<file path="src/rtl/logic_spi_master_if.sv">
// Host-side command/data bus of the SPI master: transaction request, byte streams and status.
interface logic_spi_master_if #(
  parameter int BYTE_WIDTH = 8
);
  logic                  start;
  logic [BYTE_WIDTH-1:0] opcode;
  logic [7:0]            len;
  logic [BYTE_WIDTH-1:0] tx_data;
  logic                  tx_valid;
  logic                  tx_ready;
  logic [BYTE_WIDTH-1:0] rx_data;
  logic                  rx_valid;
  logic                  busy;
  logic                  done;

  modport master (
    output start, opcode, len, tx_data, tx_valid,
    input  tx_ready, rx_data, rx_valid, busy, done
  );

  modport slave (
    input  start, opcode, len, tx_data, tx_valid,
    output tx_ready, rx_data, rx_valid, busy, done
  );
endinterface

</file>
<file path="src/rtl/logic_spi_master.sv">
// Mode-0, LSB-first SPI master: sends an opcode byte then len data bytes, full duplex,
// with a per-byte fetch handshake so the host may stall between data bytes.
module logic_spi_master #(
  parameter int CLK_DIV    = 4,
  parameter int BYTE_WIDTH = 8
) (
  input  logic                 clk,
  input  logic                 reset,
  logic_spi_master_if.slave    bus,
  output logic                 spi_nss,
  output logic                 spi_sck,
  output logic                 spi_mosi,
  input  logic                 spi_miso
);

  localparam int BW = (BYTE_WIDTH > 1) ? $clog2(BYTE_WIDTH) : 1;

  localparam logic [2:0] ST_IDLE  = 3'd0;
  localparam logic [2:0] ST_SETUP = 3'd1;
  localparam logic [2:0] ST_SHIFT = 3'd2;
  localparam logic [2:0] ST_FETCH = 3'd3;
  localparam logic [2:0] ST_HOLD  = 3'd4;
  localparam logic [2:0] ST_GAP   = 3'd5;

  // GAP needs 2*CLK_DIV counts, so the divider counter is 9 bits for CLK_DIV up to 255.
  localparam logic [8:0]    DIV_LAST = 9'(CLK_DIV - 1);
  localparam logic [8:0]    GAP_LAST = 9'(2 * CLK_DIV - 1);
  localparam logic [BW-1:0] BIT_LAST = BW'(BYTE_WIDTH - 1);

  logic [2:0]            state_r;
  logic [8:0]            div_cnt_r;
  logic [BW-1:0]         bit_cnt_r;
  logic [7:0]            remaining_r;
  logic                  opcode_phase_r;
  logic                  loaded_r;
  logic [BYTE_WIDTH-1:0] tx_shift_r;
  logic [BYTE_WIDTH-1:0] rx_shift_r;
  logic [BYTE_WIDTH-1:0] rx_data_r;
  logic                  rx_valid_r;
  logic                  tx_ready_r;
  logic                  busy_r;
  logic                  done_r;
  logic                  nss_r;
  logic                  sck_r;
  logic                  mosi_r;

  assign bus.tx_ready = tx_ready_r;
  assign bus.rx_data  = rx_data_r;
  assign bus.rx_valid = rx_valid_r;
  assign bus.busy     = busy_r;
  assign bus.done     = done_r;
  assign spi_nss      = nss_r;
  assign spi_sck      = sck_r;
  assign spi_mosi     = mosi_r;

  // Transaction sequencer, SCK generator and shift registers.
  always_ff @(posedge clk or posedge reset) begin
    if (reset) begin
      state_r        <= ST_IDLE;
      div_cnt_r      <= 9'd0;
      bit_cnt_r      <= {BW{1'b0}};
      remaining_r    <= 8'd0;
      opcode_phase_r <= 1'b0;
      loaded_r       <= 1'b0;
      tx_shift_r     <= {BYTE_WIDTH{1'b0}};
      rx_shift_r     <= {BYTE_WIDTH{1'b0}};
      rx_data_r      <= {BYTE_WIDTH{1'b0}};
      rx_valid_r     <= 1'b0;
      tx_ready_r     <= 1'b0;
      busy_r         <= 1'b0;
      done_r         <= 1'b0;
      nss_r          <= 1'b1;
      sck_r          <= 1'b0;
      mosi_r         <= 1'b0;
    end else begin
      rx_valid_r <= 1'b0;
      tx_ready_r <= 1'b0;
      done_r     <= 1'b0;
      case (state_r)
        ST_IDLE: begin
          if (bus.start) begin
            tx_shift_r     <= bus.opcode;
            remaining_r    <= bus.len;
            opcode_phase_r <= 1'b1;
            busy_r         <= 1'b1;
            nss_r          <= 1'b0;
            mosi_r         <= bus.opcode[0];
            div_cnt_r      <= 9'd0;
            bit_cnt_r      <= {BW{1'b0}};
            state_r        <= ST_SETUP;
          end
        end
        ST_SETUP: begin
          if (div_cnt_r == DIV_LAST) begin
            div_cnt_r <= 9'd0;
            state_r   <= ST_SHIFT;
          end else begin
            div_cnt_r <= div_cnt_r + 9'd1;
          end
        end
        ST_SHIFT: begin
          if (div_cnt_r != DIV_LAST) begin
            div_cnt_r <= div_cnt_r + 9'd1;
          end else begin
            div_cnt_r <= 9'd0;
            if (!sck_r) begin
              sck_r      <= 1'b1;
              rx_shift_r <= {spi_miso, rx_shift_r[BYTE_WIDTH-1:1]};
            end else begin
              sck_r <= 1'b0;
              if (bit_cnt_r != BIT_LAST) begin
                bit_cnt_r  <= bit_cnt_r + {{(BW-1){1'b0}}, 1'b1};
                tx_shift_r <= {1'b0, tx_shift_r[BYTE_WIDTH-1:1]};
                mosi_r     <= tx_shift_r[1];
              end else begin
                // Byte end: the opcode's received bits are simply dropped.
                bit_cnt_r <= {BW{1'b0}};
                if (opcode_phase_r) begin
                  opcode_phase_r <= 1'b0;
                  state_r        <= (remaining_r == 8'd0) ? ST_HOLD : ST_FETCH;
                end else begin
                  rx_data_r   <= rx_shift_r;
                  rx_valid_r  <= 1'b1;
                  remaining_r <= remaining_r - 8'd1;
                  state_r     <= (remaining_r == 8'd1) ? ST_HOLD : ST_FETCH;
                end
              end
            end
          end
        end
        ST_FETCH: begin
          // Stall here with SCK low for as long as the host withholds data.
          if (!loaded_r) begin
            if (bus.tx_valid) begin
              loaded_r   <= 1'b1;
              tx_ready_r <= 1'b1;
              tx_shift_r <= bus.tx_data;
              mosi_r     <= bus.tx_data[0];
              div_cnt_r  <= 9'd0;
            end
          end else if (div_cnt_r == DIV_LAST) begin
            div_cnt_r <= 9'd0;
            loaded_r  <= 1'b0;
            state_r   <= ST_SHIFT;
          end else begin
            div_cnt_r <= div_cnt_r + 9'd1;
          end
        end
        ST_HOLD: begin
          if (div_cnt_r == DIV_LAST) begin
            div_cnt_r <= 9'd0;
            nss_r     <= 1'b1;
            mosi_r    <= 1'b0;
            state_r   <= ST_GAP;
          end else begin
            div_cnt_r <= div_cnt_r + 9'd1;
          end
        end
        ST_GAP: begin
          if (div_cnt_r == GAP_LAST) begin
            div_cnt_r <= 9'd0;
            busy_r    <= 1'b0;
            done_r    <= 1'b1;
            state_r   <= ST_IDLE;
          end else begin
            div_cnt_r <= div_cnt_r + 9'd1;
          end
        end
        default: begin
          state_r   <= ST_IDLE;
          div_cnt_r <= 9'd0;
          loaded_r  <= 1'b0;
          busy_r    <= 1'b0;
          nss_r     <= 1'b1;
          sck_r     <= 1'b0;
          mosi_r    <= 1'b0;
        end
      endcase
    end
  end

endmodule
</file>
<file path="src/flat_wrapper.sv">
// flat-port wrapper written by rule: the top's interface ports become plain ports
module logic_spi_master_flat 
#(
  parameter int CLK_DIV    = 4,
  parameter int BYTE_WIDTH = 8
)
  (clk, reset, spi_nss, spi_sck, spi_mosi, spi_miso, bus_start, bus_opcode, bus_len, bus_tx_data, bus_tx_valid, bus_tx_ready, bus_rx_data, bus_rx_valid, bus_busy, bus_done);
  logic_spi_master_if #(.BYTE_WIDTH(BYTE_WIDTH)) bus_i ();
  input  logic clk;
  input  logic reset;
  output logic spi_nss;
  output logic spi_sck;
  output logic spi_mosi;
  input  logic spi_miso;
  input wire logic [$bits(bus_i.start)-1:0] bus_start;
  input wire logic [$bits(bus_i.opcode)-1:0] bus_opcode;
  input wire logic [$bits(bus_i.len)-1:0] bus_len;
  input wire logic [$bits(bus_i.tx_data)-1:0] bus_tx_data;
  input wire logic [$bits(bus_i.tx_valid)-1:0] bus_tx_valid;
  output wire logic [$bits(bus_i.tx_ready)-1:0] bus_tx_ready;
  output wire logic [$bits(bus_i.rx_data)-1:0] bus_rx_data;
  output wire logic [$bits(bus_i.rx_valid)-1:0] bus_rx_valid;
  output wire logic [$bits(bus_i.busy)-1:0] bus_busy;
  output wire logic [$bits(bus_i.done)-1:0] bus_done;
  assign bus_i.start = bus_start;
  assign bus_i.opcode = bus_opcode;
  assign bus_i.len = bus_len;
  assign bus_i.tx_data = bus_tx_data;
  assign bus_i.tx_valid = bus_tx_valid;
  assign bus_tx_ready = bus_i.tx_ready;
  assign bus_rx_data = bus_i.rx_data;
  assign bus_rx_valid = bus_i.rx_valid;
  assign bus_busy = bus_i.busy;
  assign bus_done = bus_i.done;
  logic_spi_master #(.CLK_DIV(CLK_DIV), .BYTE_WIDTH(BYTE_WIDTH)) u_core (.clk(clk), .reset(reset), .bus(bus_i), .spi_nss(spi_nss), .spi_sck(spi_sck), .spi_mosi(spi_mosi), .spi_miso(spi_miso));
endmodule
</file>
<file path="config.mk">
export PLATFORM = sky130hd
export DESIGN_NAME = logic_spi_master_flat
export DESIGN_NICKNAME = d
export VERILOG_FILES = /design/src/rtl/logic_spi_master_if.sv /design/src/rtl/logic_spi_master.sv /design/src/flat_wrapper.sv
export SDC_FILE = /design/constraint.sdc
export NUM_CORES = 1
export LEC_CHECK = 0
export CAP_MARGIN = 0
export CORE_MARGIN = 2
export CORE_UTILIZATION = 40
export CTS_BUF_LIST = sky130_fd_sc_hd__clkbuf_16
export DETAILED_ROUTE_END_ITERATION = 8
export GPL_TIMING_DRIVEN = 0
export PLACE_DENSITY_LB_ADDON = 0.1
export SKIP_LAST_GASP = 1
export SLEW_MARGIN = 30
export SYNTH_ARGS = -nofsm -noshare
export SYNTH_HDL_FRONTEND = slang
export SYNTH_SLANG_ARGS = --single-unit
</file>
<file path="constraint.sdc">
create_clock -name clk -period 5.19 [get_ports clk]
set_input_delay 1.038 -clock clk [delete_from_list [all_inputs] [get_ports clk]]
set_output_delay 1.038 -clock clk [all_outputs]
set_load 0.02 [all_outputs]
</file>
==> impl_metrics.json <==
{
  "status": "finished clean",
  "finalCritPeriodShare_pct": 51.7,
  "drtIter0Drc": 205,
  "p_int_uw": 1070,
  "first_pass_iters": 5,
  "vias": 2622,
  "cp_slowest_cell": "clkdlybuf4s50_1",
  "reg2reg_from": "u_core.div_cnt_r[0]",
  "dp_hpwl_um": 5210,
  "syn_inst": 317,
  "routabilityCongestion": 0.862,
  "cts_sinks": 55,
  "finalSetupViolations": 0,
  "pre_cts_slack_ps": 2170,
  "critPathCaptureType": "flip-flop",
  "ys_ff_latch": 55,
  "io_buffers": 43,
  "drt-total-wl_um": 7350,
  "worstMarginPinSlew_ps": 716,
  "clk_pin_slew_ps": 80,
  "postCtsSetupBuffers": 0,
  "yosys-top-cells-area": "dfrtp_1, mux2_2, nand2_1, mux2i_1, nor2_1",
  "synth.distinct_cells": 58,
  "synth_nets": 351,
  "yosys.area.top_type": "dfrtp_1",
  "power_leakage_uw": 0.00162,
  "ys_seq_area_share_pct": 43.9,
  "detail-route-antenna-nets": 0,
  "required_ps": 5380,
  "cts-root-buf": "clkbuf_16",
  "cpPeakStageDelay_ps": 600,
  "synth-edff-count": 0,
  "ctsLongestPathBuffers": 2,
  "yosysMostFrequentCell": "dfrtp_1",
  "grt_pass1_wl_um": 12800,
  "wire_per_inst_um": 15.6,
  "multi_input_area_um2": 1630,
  "netlist_top_cells_count": "dfrtp_1, nand2_1, mux2_2",
  "p_comb_share_pct": 43.1,
  "setup_slack_ps": 2510,
  "fin_skew_ps": 8.23,
  "cts-resized-gates": 0,
  "swShare_pct": 39.6,
  "dieArea_um2": 8580,
  "cp_num_buf_inv": 1,
  "arrival_ps": 2870,
  "hp-start": "u_core.rx_shift_r[0]",
  "crit_path_max_fanout": 7,
  "hold_path_depth": 1,
  "postSynth.asyncResetShare_pct": 100,
  "clkPwrFrac_pct": 20.2,
  "r2r.worst_path.cells": 7,
  "seqCellArea_um2": 1380,
  "core_um2": 7650,
  "antennaDiodeCount": 0,
  "yosysWarnings": 0,
  "hold_path_end": "u_core.rx_shift_r[0]",
  "ios": 44,
  "fill_cells": 692,
  "start_util_pct": 41.1,
  "area_growth_pct": 23.4,
  "drc": 0,
  "grt_pass1_vias": 2640,
  "clock.fmax_mhz": 372,
  "yosysTopAreaCellShare_pct": 43.0,
  "vias_per_cell": 5.57,
  "vdd_drop_max_mv": 0.149,
  "rrSetupSlack_ps": 2910,
  "ctsHoldBuffers": 0,
  "cap_violations": 0,
  "yosys_most_used_dff": "dfrtp_1",
  "die_h_um": 92.6,
  "cp-start-kind": "input pin",
  "row_count": 32,
  "syn_area_per_cell_um2": 9.91,
  "p_switching_uw": 699,
  "worstSetupPathType": "input pin to flip-flop",
  "grt_max_degree": 30,
  "antenna_found_initial": 0,
  "crit_chain": "clkdlybuf4s50_1 -> nor2_1 -> o21ai_0 -> o221ai_2 -> nor3_4 -> mux2_2",
  "powerDensity_nw_per_um2": 456,
  "seqPwrFrac_pct": 36.7,
  "cts_tree": "built",
  "hold_path_class": "flip-flop to flip-flop",
  "finalCriticalPeriod_ps": 2680,
  "crit_family": "buffers and inverters",
  "htreeDepth": 2,
  "rsz0062_at_grt": "no",
  "drive_above_1_share_pct": 17.6,
  "chipWidth_um": 92.6,
  "insertion_delay_ps": 300,
  "cts_buffers": 5,
  "finalMaxSlewViolations": 0,
  "synth.cell_area_um2": 3140,
  "r2r_end": "u_core.tx_shift_r[6]",
  "hold_viol_final": 0,
  "tns_ps": 0,
  "maxSlewHeadroom_pct": 52.1,
  "grt_use_total_pct": 18.5,
  "grt_overflow_total": 0,
  "nets": 402
}
-- how the worst max path moves through the flow --
stage / from / endpoint / slack [ps] / cells after the start
finish: bus_start / u_core.tx_shift_r[6] / 2510 / 6
global route: bus_start / u_core.tx_shift_r[7] / 2370 / 6
CTS: bus_start / u_core.tx_shift_r[6] / 2490 / 6
detailed placement: bus_start / u_core.tx_shift_r[6] / 2170 / 6
global placement: reset / u_core.remaining_r[4] / 1670 / 2
floorplan: reset / u_core.bit_cnt_r[0] / 2810 / 1
-- placed cells by master (no fill, tap or decap), types with 2 or more instances in the layout --
cell and count:
clkdlybuf4s50_1 43, clkinv_4 2, o2bb2ai_1 8, a31o_2 2
buf_2 8, a31oi_1 9, nor3_4 2, a32oi_1 2
or3_1 6, a22oi_1 4, a21oi_1 4, and3_1 2
inv_1 7, o31ai_1 2, nor4_1 2, nor2_1 24
buf_1 2, and2_1 2, nand2b_1 5, nand2_1 38
buf_4 2, clkbuf_1 7, o221ai_1 3, ha_1 5
mux2_2 27, mux2i_1 9, o22ai_1 8, nor2b_1 6
nor3_1 6, nand4_1 4, dfrtp_1 54, clkbuf_16 5
nand3_1 10, o21ai_0 11, o211ai_1 9
-- power by group through the flow --
stage	sequential, uW	clock, uW	combinational [uW]
global route	667	388	856
CTS	647	365	766
floorplan	644	0	570
detailed placement	656	0	761
global placement	654	0	746
finish	648	357	762
-- metal layers --
layer | vias to the layer above | GRT usage [%] | wire length (um)
met5 | - | 0 | 0
met4 | 0 | 6.47 | 119
met3 | 10 | 3.74 | 422
met2 | 69 | 28.8 | 3330
met1 | 1275 | 25.6 | 3480
li1 | 1268 | - | -
-- state kept, by name, indices dropped and copies added (netlist names), 3 cells and up --
register            flops
u_core.rx_shift_r       8
u_core.bus.rx_data      8
u_core.remaining_r      8
u_core.div_cnt_r        9
u_core.state_r          3
u_core.tx_shift_r       7
u_core.bit_cnt_r        3
-- metrics by stage --
stage               hold slack [ps]  cell area, um2  util (%)  total power [uW]  instances
finish                          511            3870      50.7              1770        471
CTS                             509            3870      50.7              1780        471
global route                    535            3870      50.7              1910        471
floorplan                       457            3140         -              1210        317
global placement                479            3700      48.4              1400        462
detailed placement              492            3720      48.7              1420        463
-- logic make-up (layout without fill, tap and decap cells) --
family / count (synthesis) / count (layout) / synth area share (%)
AND/OR/NAND/NOR: 116 / 116 / 19.5
XOR/XNOR: 1 / 1 / 0.279
adder cells (fa/ha/maj): 5 / 5 / 1.99
AO/OA/AOI/OAI: 75 / 75 / 17.5
buffers and inverters: 29 / 81 / 4.30
multiplexers: 36 / 36 / 12.5
flip-flops: 55 / 55 / 43.9
-- final cells by class --
class	instances	share of cell area (%)
clock buffers	5	3.23
clock inverters	3	0.743
flip-flops and latches	55	35.6
repair buffers	44	11.6
plain buffers	21	2.71
inverters	8	0.840
well taps	102	3.29
multi-input cells	233	42.0
Power figures use the tool's default switching activity.
==> RTL change 1: new RTL, config.mk and constraints unchanged <==
`BYTE_WIDTH` is set to 8 in 3 places; all go to 4.
--- a/src/rtl/logic_spi_master_if.sv
+++ b/src/rtl/logic_spi_master_if.sv
@@ -1,6 +1,6 @@
 // Host-side command/data bus of the SPI master: transaction request, byte streams and status.
 interface logic_spi_master_if #(
-  parameter int BYTE_WIDTH = 8
+  parameter int BYTE_WIDTH = 4
 );
   logic                  start;
   logic [BYTE_WIDTH-1:0] opcode;
--- a/src/rtl/logic_spi_master.sv
+++ b/src/rtl/logic_spi_master.sv
@@ -2,7 +2,7 @@
 // with a per-byte fetch handshake so the host may stall between data bytes.
 module logic_spi_master #(
   parameter int CLK_DIV    = 4,
-  parameter int BYTE_WIDTH = 8
+  parameter int BYTE_WIDTH = 4
 ) (
   input  logic                 clk,
   input  logic                 reset,
--- a/src/flat_wrapper.sv
+++ b/src/flat_wrapper.sv
@@ -2,7 +2,7 @@
 module logic_spi_master_flat 
 #(
   parameter int CLK_DIV    = 4,
-  parameter int BYTE_WIDTH = 8
+  parameter int BYTE_WIDTH = 4
 )
   (clk, reset, spi_nss, spi_sck, spi_mosi, spi_miso, bus_start, bus_opcode, bus_len, bus_tx_data, bus_tx_valid, bus_tx_ready, bus_rx_data, bus_rx_valid, bus_busy, bus_done);
   logic_spi_master_if #(.BYTE_WIDTH(BYTE_WIDTH)) bus_i ();
Ports: changed (resized bus_opcode, bus_rx_data and bus_tx_data); port bits go from 44 to 32. No check against the original RTL was run, so the function may have changed too.
==> RTL change 1 against the original RTL <==
  * Routed wire length decreased by 21%
  * Clock skew shrank 0.0048 ns
  * Sequential cell count is 13 lower
  * Power is 7.8% lower
  * Cell area is 19% lower
  * Count of clock-buffer cells in the layout unchanged
  * Sequential share of layout area fell by 1.9 points
  * Sequential power is 24% lower
  * Worst hold slack worse by 0.021 ns
  * Worst setup slack better by 0.17 ns
  * Synthesized area shrank 20%
  * Clock power grew 14%
  * Highest routed layer unchanged
==> RTL change 1: results (changes against the original RTL) <==
Outcome
  • Status: complete, no violations

Clocking
  • Clk_lat worst skew: 0.28 ns (-0.02 ns)
  • Num Clock Sinks: 42 (-24%)
  • Reg clk slew, reported paths: 0.06 ns (-0.02 ns)
  • Setup Buffers After CTS: 0 (unchanged)
  • CTS Buffer Depth: 2 (unchanged)

Routing
  • DRT Pass-1 Iters: 4 (-1)
  • WL met1: 2870 um (-17%)
  • Detailed route wirelength on metal2: 2640 um (-21%)
  • Via count: 2132 (-19%)
  • Max Used Layer: met4
  • DR iter-0 viols: 91 (-56%)
  • Routed Wire Length: 5780 um (-21%)
  • Met3 WL: 187 um (-56%)

Worst setup path
  • Peak fanout along the critical path: 6 (-1)
  • CP arrival: 2.72 ns (-0.15 ns)

Finish
  • Nets: 332 (-17%)
  • Multi-input gates: 200 (-14%)
  • Filler cell count: 563 (-19%)
  • Multi-input combinational area share: 0.426 (+0.00615)
  • Seq area share: 0.336 (-0.0192)
  • Clock Network Area Fraction: 0.0620 (+0.0223)
  • Plain + repair buffers: 49 (-25%)
  • Layout cells sized above 1: 0.146 (-0.0300)
  • Non-clk invs: 9 (+1)

Placement
  • Port bufs: 31 (-28%)
  • Post-DP HPWL: 4210 um (-19%)
  • Post-placement setup slack: 2.41 ns (+0.244 ns)
  • GPL Wtd Cong: 0.828 (-4.0%)

Global route
  • Largest net degree at the start of global routing: 26 (-13%)
  • Met3 Resource Use GR: 0.0398 (+0.00233)
  • GRT Util Overall: 0.180 (-0.00535)
  • First-pass GRT wire length: 10100 um (-21%)
  • Global routing met2 resource utilization: 0.271 (-0.0171)
  • M1 GR Usage: 0.254 (-0.00214)

Pwr
  • P_int: 991 uW (-7.3%)
  • Pleak: 0.00133 uW (-18%)
  • VDD IR max: 240 uV (+61%)

Logic synthesis
  • Post-synth top cells: dfrtp_1 (41), nand2_1 (24), o21ai_0 (21)
  • Sequential share of the synthesized area: 0.420 (-0.0184)
  • Multiplexer share of the synthesized area: 0.0775 (-0.0480)
  • Compound-cell area share of the yosys netlist: 0.220 (+0.0450)
  • Synth area leaders: dfrtp_1 (41%), o21ai_0 (4.2%), a21oi_1 (4.0%)
  • Post-synth cell types: 59 (+1.7%)
  • Syn Nets: 293 (-17%)
  • Warnings from Yosys: 0 (unchanged)
  • Adder-Cell Fraction of Synth Area: 0.0200 (+0.0000697)
  • Post-Synth XOR/XNOR Area: 0 (-0.00279)

STA
  • Slew headroom: 0.493 (-0.0283)
  • Clock Skew: 0.00348 ns (-0.00475 ns)
  • Final Setup Violations: 0 (unchanged)
## RTL change 1: cell types whose count changed in the layout (fill, tap and decap cells not counted), sizes merged, moves of 5 or more
cell,before,now
o22ai,8,1
mux2,27,11
o211ai,9,0
nor2,24,19
a21oi,5,22
o21ai,11,24
nand2,39,24
clkdlybuf4s50,43,31
dfrtp,54,41
## RTL change 1: per-stage QoR
step           hold slack (ns)  area [um2]  power, uW  std cells
5_1_grt                  0.516        3130       1770        383
4_1_cts                  0.497        3130       1650        383
6_report                 0.490        3130       1630        383
3_3_place_gp             0.470        2910       1220        374
3_5_place_dp             0.482        2940       1230        375
2_1_floorplan            0.457        2500       1040        268
## RTL change 1: power groups by stage
| stage | registers, uW | logic [uW] | clock network, uW |
|---|---|---|---|
| after global placement | 496 | 721 | 0 |
| after floorplan | 489 | 550 | 0 |
| after global routing | 510 | 824 | 434 |
| after CTS | 495 | 733 | 418 |
| after detailed placement | 501 | 730 | 0 |
| final | 494 | 728 | 408 |
## RTL change 1: path summary, 6_finish.rpt
| check | from | end | slack, ns | cells past startpoint |
|---|---|---|---|---|
| setup / recovery | bus_start | u_core.remaining_r[3] | 2.68 | 6 |
| hold / removal | u_core.remaining_r[6] | u_core.remaining_r[6] | 0.49 | 1 |
| setup reg to reg | u_core.div_cnt_r[0] | u_core.rx_shift_r[2] | 3.11 | 6 |
| hold reg to reg | u_core.remaining_r[6] | u_core.remaining_r[6] | 0.49 | 1 |
| max in group asynchronous | reset | u_core.div_cnt_r[7] | 3.58 | 3 |
| min in group asynchronous | reset | u_core.bus.rx_data[1] | 1.13 | 2 |
## RTL change 1: cell families after synthesis
| group | count (synthesis) |
|---|---|
| DFF | 42 |
| muxes | 18 |
| adders and majority gates | 4 |
| and+or+nand+nor | 96 |
| buffers and inverters | 26 |
| AOI/OAI and AO/OA | 82 |
==> RTL change 2: new RTL, same flow settings <==
Made on the original files. Reset style: synchronous (`reset`), changed in one clocked block.
--- a/src/rtl/logic_spi_master.sv
+++ b/src/rtl/logic_spi_master.sv
@@ -54,7 +54,7 @@
   assign spi_mosi     = mosi_r;
 
   // Transaction sequencer, SCK generator and shift registers.
-  always_ff @(posedge clk or posedge reset) begin
+  always_ff @(posedge clk) begin
     if (reset) begin
       state_r        <= ST_IDLE;
       div_cnt_r      <= 9'd0;
Function: differs if reset is asserted again (counterexample within 4 cycles, from zero or initial values and one cycle with reset high); with reset held inactive, the same outputs for 10 cycles.
==> RTL change 2 against the original RTL <==
  * Combinational power is 19% lower
  * Clock power down 2%
  * Largest power group unchanged
  * Non-clock buffer count is the same
  * Die area fell by 5.1%
  * Critical path type unchanged
  * Critical path depth is the same
  * Clock skew decreased by 0.0043 ns
  * Synthesized area fell by 5.3%
  * Cell area down 5.3%
  * Routed wire length grew 3.7%
  * Register-to-register slack got worse by 0.38 ns
  * Sequential cell count unchanged
  * Power down 16%
  * Synthesized cell count rose by 15%
  * Critical endpoint is now u_core.tx_shift_r[1]
  * Worst setup slack worse by 0.079 ns
==> RTL change 2: results (changes against the original RTL) <==
Outcome
  • Status: complete, no violations

Pwr
  • VDD IR max: 201 uV (+35%)
  • Pleak: 0.00133 uW (-18%)

Logic synthesis
  • Post-synthesis cell count: 364 (+15%)
  • Syn Nets: 398 (+13%)
  • Sequential share of the synthesized area: 0.370 (-0.0684)
  • Synth area leaders: dfxtp_1 (37%), mux2i_1 (8.4%), nand2_1 (5.9%)
  • Post-synth top cells: dfxtp_1 (55), nand2_1 (47), nor2_1 (34)
  • Fraction of registers with async set/reset: 0 (-1.00)
  • Post-synth cell types: 57 (-1.7%)

Routing
  • Met3 WL: 482 um (+14%)
  • Wire length per cell: 14.9 um (-4.8%)
  • Via count: 2809 (+7.1%)
  • Routed Wire Length: 7630 um (+3.7%)
  • Detailed route wirelength on metal2: 3410 um (+2.4%)
  • WL met1: 3670 um (+5.5%)
  • DR iter-0 viols: 176 (-14%)

Min path
  • Worst hold stages: 2 (+1)

Placement
  • Inst Count DP: 505 (+9.1%)
  • GPL Wtd Cong: 0.875 (+1.5%)
  • Post-placement setup slack: 2.12 ns (-0.0500 ns)
  • Post-DP HPWL: 5430 um (+4.2%)
  • Port bufs: 42 (-2.3%)

Global route
  • First-pass GRT wire length: 13000 um (+1.7%)
  • Met3 Resource Use GR: 0.0394 (+0.00197)
  • Vias in the first global route: 2692 (+2.0%)
  • GRT Util Overall: 0.194 (+0.00881)
  • Global routing met2 resource utilization: 0.298 (+0.00992)
  • Largest net degree at the start of global routing: 20 (-33%)

Finish
  • Layout cells sized above 1: 0.0700 (-0.106)
  • Filler cell count: 737 (+6.5%)

Worst setup path
  • Peak fanout along the critical path: 8 (+1)
  • CP arrival: 2.93 ns (+0.06 ns)
  • CP max stage delay: 0.71 ns (+0.11 ns)
  • FF-to-FF path depth: 6 (-1)

STA
  • Clock Skew: 0.00393 ns (-0.00431 ns)
-- RTL change 2: cell types whose count changed in the layout (fill, tap and decap cells not counted), moves of 9 or more --
cell     before  now
mux2i_1       9   25
a21oi_1       4   29
nor2_1       24   34
o21ai_0      11   21
dfxtp_1       0   55
dfrtp_1      54    0
mux2_2       27    1
nand2_1      38   47
-- RTL change 2: critical path, delay by kind of cell --
kind            cells  cell delay [ns]
mux                 1             0.27
compound gates      1             0.71
simple gates        3             0.36
buf+inv             1             0.54
-- RTL change 2: kinds of logic after synthesis --
| logic type | synth area share |
|---|---|
| DFF | 0.370 |
| xor gates and xnor gates | 0.0147 |
| AOI/OAI and AO/OA | 0.187 |
| adders and majority gates | 0.0210 |
| and+or+nand+nor | 0.273 |
| muxes | 0.0879 |
| buffers and inverters | 0.0459 |
-- RTL change 2: path summary, 6_finish.rpt --
kind         slack, ns              endpoint                 start
min reg2reg       0.47  u_core.rx_shift_r[0]  u_core.rx_shift_r[0]
max               2.43  u_core.tx_shift_r[1]          bus_tx_valid
min               0.47  u_core.rx_shift_r[0]  u_core.rx_shift_r[0]
max reg2reg       2.53   u_core.div_cnt_r[7]   u_core.div_cnt_r[0]
-- RTL change 2: area by class of cell --
cell class / instances / area [um2] / share of cell area
inverters: 11 / 41.3 / 0.0113
repair buffers: 42 / 420 / 0.115
plain buffers: 23 / 95.1 / 0.0259
flip-flops and latches: 55 / 1100 / 0.300
clock buffers: 5 / 125 / 0.0341
clock inverters: 3 / 26.3 / 0.00716
multi-input cells: 275 / 1740 / 0.473
well taps: 99 / 124 / 0.0338
-- RTL change 2: where the power goes --
group	leakage (uW)	total [uW]	internal (uW)	switching (uW)
registers	0.000447	527	485	42.3
clock network	0.0000748	350	184	166
logic	0.000807	616	241	375
